--- src/rtl/sp_ram_fifo_ctrl_if.sv ---
// Bundle of push/pop streams and single-port RAM bus for sp_ram_fifo_ctrl.
// The master side is the controller; the slave side is the surrounding logic
// (producer, consumer and the RAM macro).
interface sp_ram_fifo_ctrl_if #(
   parameter int AW = 8,
   parameter int DW = 8
);
   logic          push_valid;
   logic          push_ready;
   logic [DW-1:0] push_data;
   logic          pop_valid;
   logic          pop_ready;
   logic [DW-1:0] pop_data;
   logic [AW:0]   count;
   logic [AW-1:0] ram_addr;
   logic          ram_we;
   logic [DW-1:0] ram_din;
   logic [DW-1:0] ram_qout;

   modport master (
      input  push_valid, push_data, pop_ready, ram_qout,
      output push_ready, pop_valid, pop_data, count, ram_addr, ram_we, ram_din
   );

   modport slave (
      output push_valid, push_data, pop_ready, ram_qout,
      input  push_ready, pop_valid, pop_data, count, ram_addr, ram_we, ram_din
   );
endinterface

--- src/rtl/sp_ram_fifo_ctrl.sv ---
// FIFO controller around a single-port read-first RAM with a registered read.
// One RAM access per cycle: writes from the push stream compete with prefetch
// reads that fill a 2-entry output buffer feeding the pop stream.
module sp_ram_fifo_ctrl #(
   parameter int AW = 8,
   parameter int DW = 8
) (
   input  logic                   clk,
   input  logic                   rst_n,
   sp_ram_fifo_ctrl_if.master     bus
);
   localparam int DEPTH = 1 << AW;

   logic [AW-1:0]         wr_ptr_q, wr_ptr_d;
   logic [AW-1:0]         rd_ptr_q, rd_ptr_d;
   logic [AW:0]           ram_cnt_q, ram_cnt_d;
   logic                  inflight_q, inflight_d;
   logic [1:0]            obuf_cnt_q, obuf_cnt_d;
   logic [1:0][DW-1:0]    obuf_q, obuf_d;
   logic [AW:0]           count_q, count_d;

   logic                  full, urgent, push_ready;
   logic                  do_wr, do_rd, do_pop;
   logic [1:0]            cnt_after_pop;

   // Arbitration terms; push_ready depends on registered state only.
   always_comb begin
      full       = (ram_cnt_q == (AW+1)'(DEPTH));
      urgent     = (obuf_cnt_q == 2'd0) && !inflight_q && (ram_cnt_q != '0);
      push_ready = !full && !urgent;
      do_wr      = bus.push_valid && push_ready;
      // urgent implies !push_ready, so a read never collides with a write
      do_rd      = urgent ||
                   (!do_wr && (ram_cnt_q != '0) &&
                    ((obuf_cnt_q + 2'(inflight_q)) < 2'd2));
      do_pop     = (obuf_cnt_q != 2'd0) && bus.pop_ready;
   end

   // Next-state: pointers, RAM occupancy, in-flight flag and output buffer.
   always_comb begin
      wr_ptr_d   = wr_ptr_q;
      rd_ptr_d   = rd_ptr_q;
      ram_cnt_d  = ram_cnt_q;
      obuf_d     = obuf_q;
      inflight_d = do_rd;
      if (do_wr) begin
         wr_ptr_d  = wr_ptr_q + 1'b1;
         ram_cnt_d = ram_cnt_q + 1'b1;
      end
      if (do_rd) begin
         rd_ptr_d  = rd_ptr_q + 1'b1;
         ram_cnt_d = ram_cnt_q - 1'b1;
      end
      // pop shifts first, then the captured word lands at the new tail
      cnt_after_pop = obuf_cnt_q - 2'(do_pop);
      if (do_pop) obuf_d[0] = obuf_q[1];
      if (inflight_q) begin
         if (cnt_after_pop == 2'd0) obuf_d[0] = bus.ram_qout;
         else                       obuf_d[1] = bus.ram_qout;
      end
      obuf_cnt_d = cnt_after_pop + 2'(inflight_q);
      count_d    = ram_cnt_d + (AW+1)'(inflight_d) + (AW+1)'(obuf_cnt_d);
   end

   // State registers; reset drops any in-flight read so its qout is ignored.
   always_ff @(posedge clk or negedge rst_n) begin
      if (!rst_n) begin
         wr_ptr_q   <= '0;
         rd_ptr_q   <= '0;
         ram_cnt_q  <= '0;
         inflight_q <= 1'b0;
         obuf_cnt_q <= '0;
         obuf_q     <= '0;
         count_q    <= '0;
      end else begin
         wr_ptr_q   <= wr_ptr_d;
         rd_ptr_q   <= rd_ptr_d;
         ram_cnt_q  <= ram_cnt_d;
         inflight_q <= inflight_d;
         obuf_cnt_q <= obuf_cnt_d;
         obuf_q     <= obuf_d;
         count_q    <= count_d;
      end
   end

   // Outputs: the RAM address defaults to the read pointer when idle.
   always_comb begin
      bus.push_ready = push_ready;
      bus.pop_valid  = (obuf_cnt_q != 2'd0);
      bus.pop_data   = obuf_q[0];
      bus.count      = count_q;
      bus.ram_we     = do_wr;
      bus.ram_addr   = do_wr ? wr_ptr_q : rd_ptr_q;
      bus.ram_din    = bus.push_data;
   end
endmodule

--- src/flat_wrapper.sv ---
// flat-port wrapper written by rule: the top's interface ports become plain ports
module sp_ram_fifo_ctrl_flat 
#(
   parameter int AW = 8,
   parameter int DW = 8
)
  (clk, rst_n, bus_push_valid, bus_push_data, bus_pop_ready, bus_ram_qout, bus_push_ready, bus_pop_valid, bus_pop_data, bus_count, bus_ram_addr, bus_ram_we, bus_ram_din);
  sp_ram_fifo_ctrl_if #(.AW(AW), .DW(DW)) bus_i ();
  input  logic clk;
  input  logic rst_n;
  input wire logic [$bits(bus_i.push_valid)-1:0] bus_push_valid;
  input wire logic [$bits(bus_i.push_data)-1:0] bus_push_data;
  input wire logic [$bits(bus_i.pop_ready)-1:0] bus_pop_ready;
  input wire logic [$bits(bus_i.ram_qout)-1:0] bus_ram_qout;
  output wire logic [$bits(bus_i.push_ready)-1:0] bus_push_ready;
  output wire logic [$bits(bus_i.pop_valid)-1:0] bus_pop_valid;
  output wire logic [$bits(bus_i.pop_data)-1:0] bus_pop_data;
  output wire logic [$bits(bus_i.count)-1:0] bus_count;
  output wire logic [$bits(bus_i.ram_addr)-1:0] bus_ram_addr;
  output wire logic [$bits(bus_i.ram_we)-1:0] bus_ram_we;
  output wire logic [$bits(bus_i.ram_din)-1:0] bus_ram_din;
  assign bus_i.push_valid = bus_push_valid;
  assign bus_i.push_data = bus_push_data;
  assign bus_i.pop_ready = bus_pop_ready;
  assign bus_i.ram_qout = bus_ram_qout;
  assign bus_push_ready = bus_i.push_ready;
  assign bus_pop_valid = bus_i.pop_valid;
  assign bus_pop_data = bus_i.pop_data;
  assign bus_count = bus_i.count;
  assign bus_ram_addr = bus_i.ram_addr;
  assign bus_ram_we = bus_i.ram_we;
  assign bus_ram_din = bus_i.ram_din;
  sp_ram_fifo_ctrl #(.AW(AW), .DW(DW)) u_core (.clk(clk), .rst_n(rst_n), .bus(bus_i));
endmodule
--- config.mk ---
export PLATFORM = sky130hd
export DESIGN_NAME = sp_ram_fifo_ctrl_flat
export DESIGN_NICKNAME = d
export VERILOG_FILES = /design/src/rtl/sp_ram_fifo_ctrl_if.sv /design/src/rtl/sp_ram_fifo_ctrl.sv /design/src/flat_wrapper.sv
export SDC_FILE = /design/constraint.sdc
export NUM_CORES = 1
export LEC_CHECK = 0
export CAP_MARGIN = 20
export CORE_UTILIZATION = 50
export DETAILED_ROUTE_END_ITERATION = 10
export PLACE_DENSITY_LB_ADDON = 0.05
export SYNTH_ARGS = -nofsm -noshare
export SYNTH_HDL_FRONTEND = slang
export SYNTH_SLANG_ARGS = --single-unit
--- constraint.sdc ---
create_clock -name clk -period 8.7 [get_ports clk]
set_input_delay 1.74 -clock clk [delete_from_list [all_inputs] [get_ports clk]]
set_output_delay 1.74 -clock clk [all_outputs]
set_load 0.05 [all_outputs]
==> metrics.md <==
| Metric | Value |
|---|---|
| Initial antenna violation count | 0 |
| GP Congestion | 0.821 |
| Fillers | between 400 and 500 |
| Crit path from | bus_push_valid |
| Flops & latches, synth | 53 |
| Synth unique cells | 46 |
| Status | completed |
| Reg2reg start | u_core.ram_cnt_q[0]$_DFF_PN0_ |
| Yosys Warn Count | 0 |
| Main synth FF type | dfrtp_1 |
| HPWL Detailed | around 3700 um |
| Detail-routed via count per cell | roughly 5.3 |
| Layout cell share with drive strength beyond 1 | approximately 9.1% |
| Largest net degree at the start of global routing | 54 |
| Maxcap violations | 0 |
| CTS sink cnt | 53 |
| CTS buffer count | 5 |
| Setup TNS | 0 ns |
| Max-slew violations | 0 |
| WS Path Type | in2out |
| Design Area, Final | between 0.003 and 0.004 mm^2 |
| Most frequent cells in the layout | 53 x dfrtp_1, 42 x nand2_1, 38 x clkdlybuf4s50_1 |
| Total routed wirelength | 5110 um |
| Die ar. | 0.00596 mm^2 |
| Vias in the first global route | between 1500 and 2000 |
| Clock Skew | ~0.0071 ns |
| Routed Antenna Nets | 0 |
| Die W | 77.2 um |
| Max H-tree Level | 2 |
| Post-CTS setup buffers | 0 |
| Area growth, synth to finish | 15.3% |
| Site Rows | 27 |
| Critical Path End | bus_ram_addr[3] |
| Flop2flop setup slack | about 4.7 ns |
| Core area | 0.00547 mm^2 |
| CP Data Required Time | 6.96 ns |
| Worst min path class | reg2reg |
| Fin. Hold Viols | 0 |
| CTS Buffer Depth | 2 |
| Total grt overflow | 0 |
| CTS tree | yes |
| Die Span Y | 77.2 um |
| Cells after synthesis | 273 |
| Post-cts sizing count | 0 |
| Min Hold Slack | about 0.48 ns |
| Period utilisation layout | around 65% |
| GRT Resource Usage Total | about a fifth |
| Max Fanout on Critical Path | 17 |
| Post-CTS Hold Fix Bufs | 0 |
| Unrepaired setup endpoints after global routing | no |
| Number of enable flip-flop cells after synthesis | 0 |
| Element type at the critical path end | output port |
| Nets | 325 |
| First-pass GRT wire length | 9030 um |
| Leading cell type in the layout, fill and taps excluded | dfrtp_1 |
| Drt drc | 0 |
| Routed vias | 1950 |
| Starting Density | 51.6% |
| Initial DRT Pass Iterations | 4 |
| Post-layout minimum cycle time | around 5.6 ns |
| Clk root buf | clkbuf_8 |
| Setup WS pre-CTS | 3.05 ns |
| Clk slew on worst S/H paths | 0.09 ns |
| ANT cells | 0 |
| Worst Tran Pin Value | 0.773 ns |
| Worst setup margin | 3.07 ns |
| Routed WL per cell | about 14 um |
| Reg2Reg Depth | 15 |
| Synthesized area | 0.00283 mm^2 |
| FFs w/ async S/R, synth | 100% |
| Clock Latency Late Sink | 0.30 ns |
| I/O pin count | 56 |
| # port buffers | 39 |
| Slew HR | 48.4% |
| Post-Syn Nets | 302 |
| Placement-stage cell area | 0.00314 mm^2 |
| Mean Syn Cell Area | 10.3 um^2 |
| DR iter-0 viols | between 150 and 200 |
| Worst R2R End | u_core.bus.count[8]$_DFF_PN0_ |
| Sequential share of the synthesized area | a little under half |
| Arrival @ worst endpoint | 3.89 ns |
| Endpoints failing setup | 0 |
| Crit path launch type | input pin |
| FMAX | 178 MHz |
==> critical path, stage by stage <==
cell	delay, ns
clkdlybuf4s50_1	0.48
nand2_1	0.29
clkinv_1	0.43
nand2_1	0.20
nand2_1	0.06
clkdlybuf4s50_1	0.69
==> per-layer routing <==
metal  vias to the layer above  part of all wire (%)  track usage (%)
li1                        954                     -                -
met2                        48                    47             29.6
met3                         9                   4.7             3.93
met4                         0                   1.6             7.74
met5                         -                     0                0
met1                       939                    47             26.7
==> kinds of logic after synthesis <==
kind of cell             Yosys count  share of synthesized area [%]
AND/OR/NAND/NOR                  102                           19.7
flip-flops                        53                           46.9
XOR/XNOR                          30                           9.30
multiplexers                      18                           6.78
AO/OA/AOI/OAI                     23                           5.00
buffers and inverters             38                           7.79
adder cells (fa/ha/maj)            9                           4.52
==> worst min-delay path by stage <==
| stage | cells past startpoint | slack (ns) | to | from |
|---|---|---|---|---|
| CTS | 1 | 0.48 | u_core.wr_ptr_q[7]$_DFFE_PN0N_ | u_core.wr_ptr_q[7]$_DFFE_PN0N_ |
| floorplan | 1 | 0.45 | u_core.wr_ptr_q[7]$_DFFE_PN0N_ | u_core.wr_ptr_q[7]$_DFFE_PN0N_ |
| detailed placement | 1 | 0.47 | u_core.wr_ptr_q[7]$_DFFE_PN0N_ | u_core.wr_ptr_q[7]$_DFFE_PN0N_ |
| finish | 1 | 0.48 | u_core.wr_ptr_q[7]$_DFFE_PN0N_ | u_core.wr_ptr_q[7]$_DFFE_PN0N_ |
| global route | 1 | 0.50 | u_core.wr_ptr_q[7]$_DFFE_PN0N_ | u_core.wr_ptr_q[7]$_DFFE_PN0N_ |
| global placement | 1 | 0.46 | u_core.rd_ptr_q[7]$_DFFE_PN0N_ | u_core.rd_ptr_q[7]$_DFFE_PN0N_ |
==> per-stage QoR <==
step | std cells | util (%)
3_5_place_dp | 361 | 57.4
6_report | 369 | 59.5
5_1_grt | 369 | 59.5
2_1_floorplan | 273 | -
3_3_place_gp | 361 | 57.4
4_1_cts | 369 | 59.5
==> area by class of cell <==
class                      instances  area (um^2)  share of cell area (%)
inverter                          14         52.6                    1.61
tap                               72         90.1                    2.77
sequential                        53         1330                    40.7
timing repair buffer              40          393                    12.1
clock buffer                       7         86.3                    2.65
multi-input combinational        182         1280                    39.3
clock inverter                     1         30.0                   0.922
==> registers in the layout, summed over array words and instances, names as in the netlist <==
| register | flops |
|---|---|
| u_core.ram_cnt_q | 9 |
| u_core.rd_ptr_q | 8 |
| u_core.obuf_q | 8 |
| u_core.wr_ptr_q | 8 |
| u_core.bus.count | 9 |
| u_core.obuf_cnt_q | 2 |
| u_core.bus.pop_data | 8 |
| u_core.inflight_q | 1 |
==> synthesized netlist by cell type (2+ instances only) <==
library cell / n / share of area (%)
xor2_1: 7 / 2.2
buf_2: 2 / 0.35
mux2_2: 9 / 3.6
nor3_1: 4 / 0.71
ha_1: 7 / 3.1
buf_6: 2 / 0.80
nand2_1: 42 / 5.6
fa_1: 2 / 1.4
nor4b_1: 2 / 0.62
a21oi_1: 11 / 1.9
o21ai_0: 3 / 0.53
o211ai_1: 2 / 0.53
mux2i_1: 9 / 3.2
and2_1: 3 / 0.66
clkbuf_1: 3 / 0.40
xnor2_1: 23 / 7.1
buf_4: 16 / 4.3
dfrtp_1: 53 / 47
nand4_1: 6 / 1.3
and3_1: 2 / 0.44
inv_1: 12 / 1.6
nor4_2: 2 / 0.89
nand3_1: 7 / 1.2
or3_1: 3 / 0.66
nor4_1: 4 / 0.89
nor2_1: 17 / 2.3
Power is not shown: default switching activity piles up to over one toggle a cycle in this logic, so the estimate is an artifact.
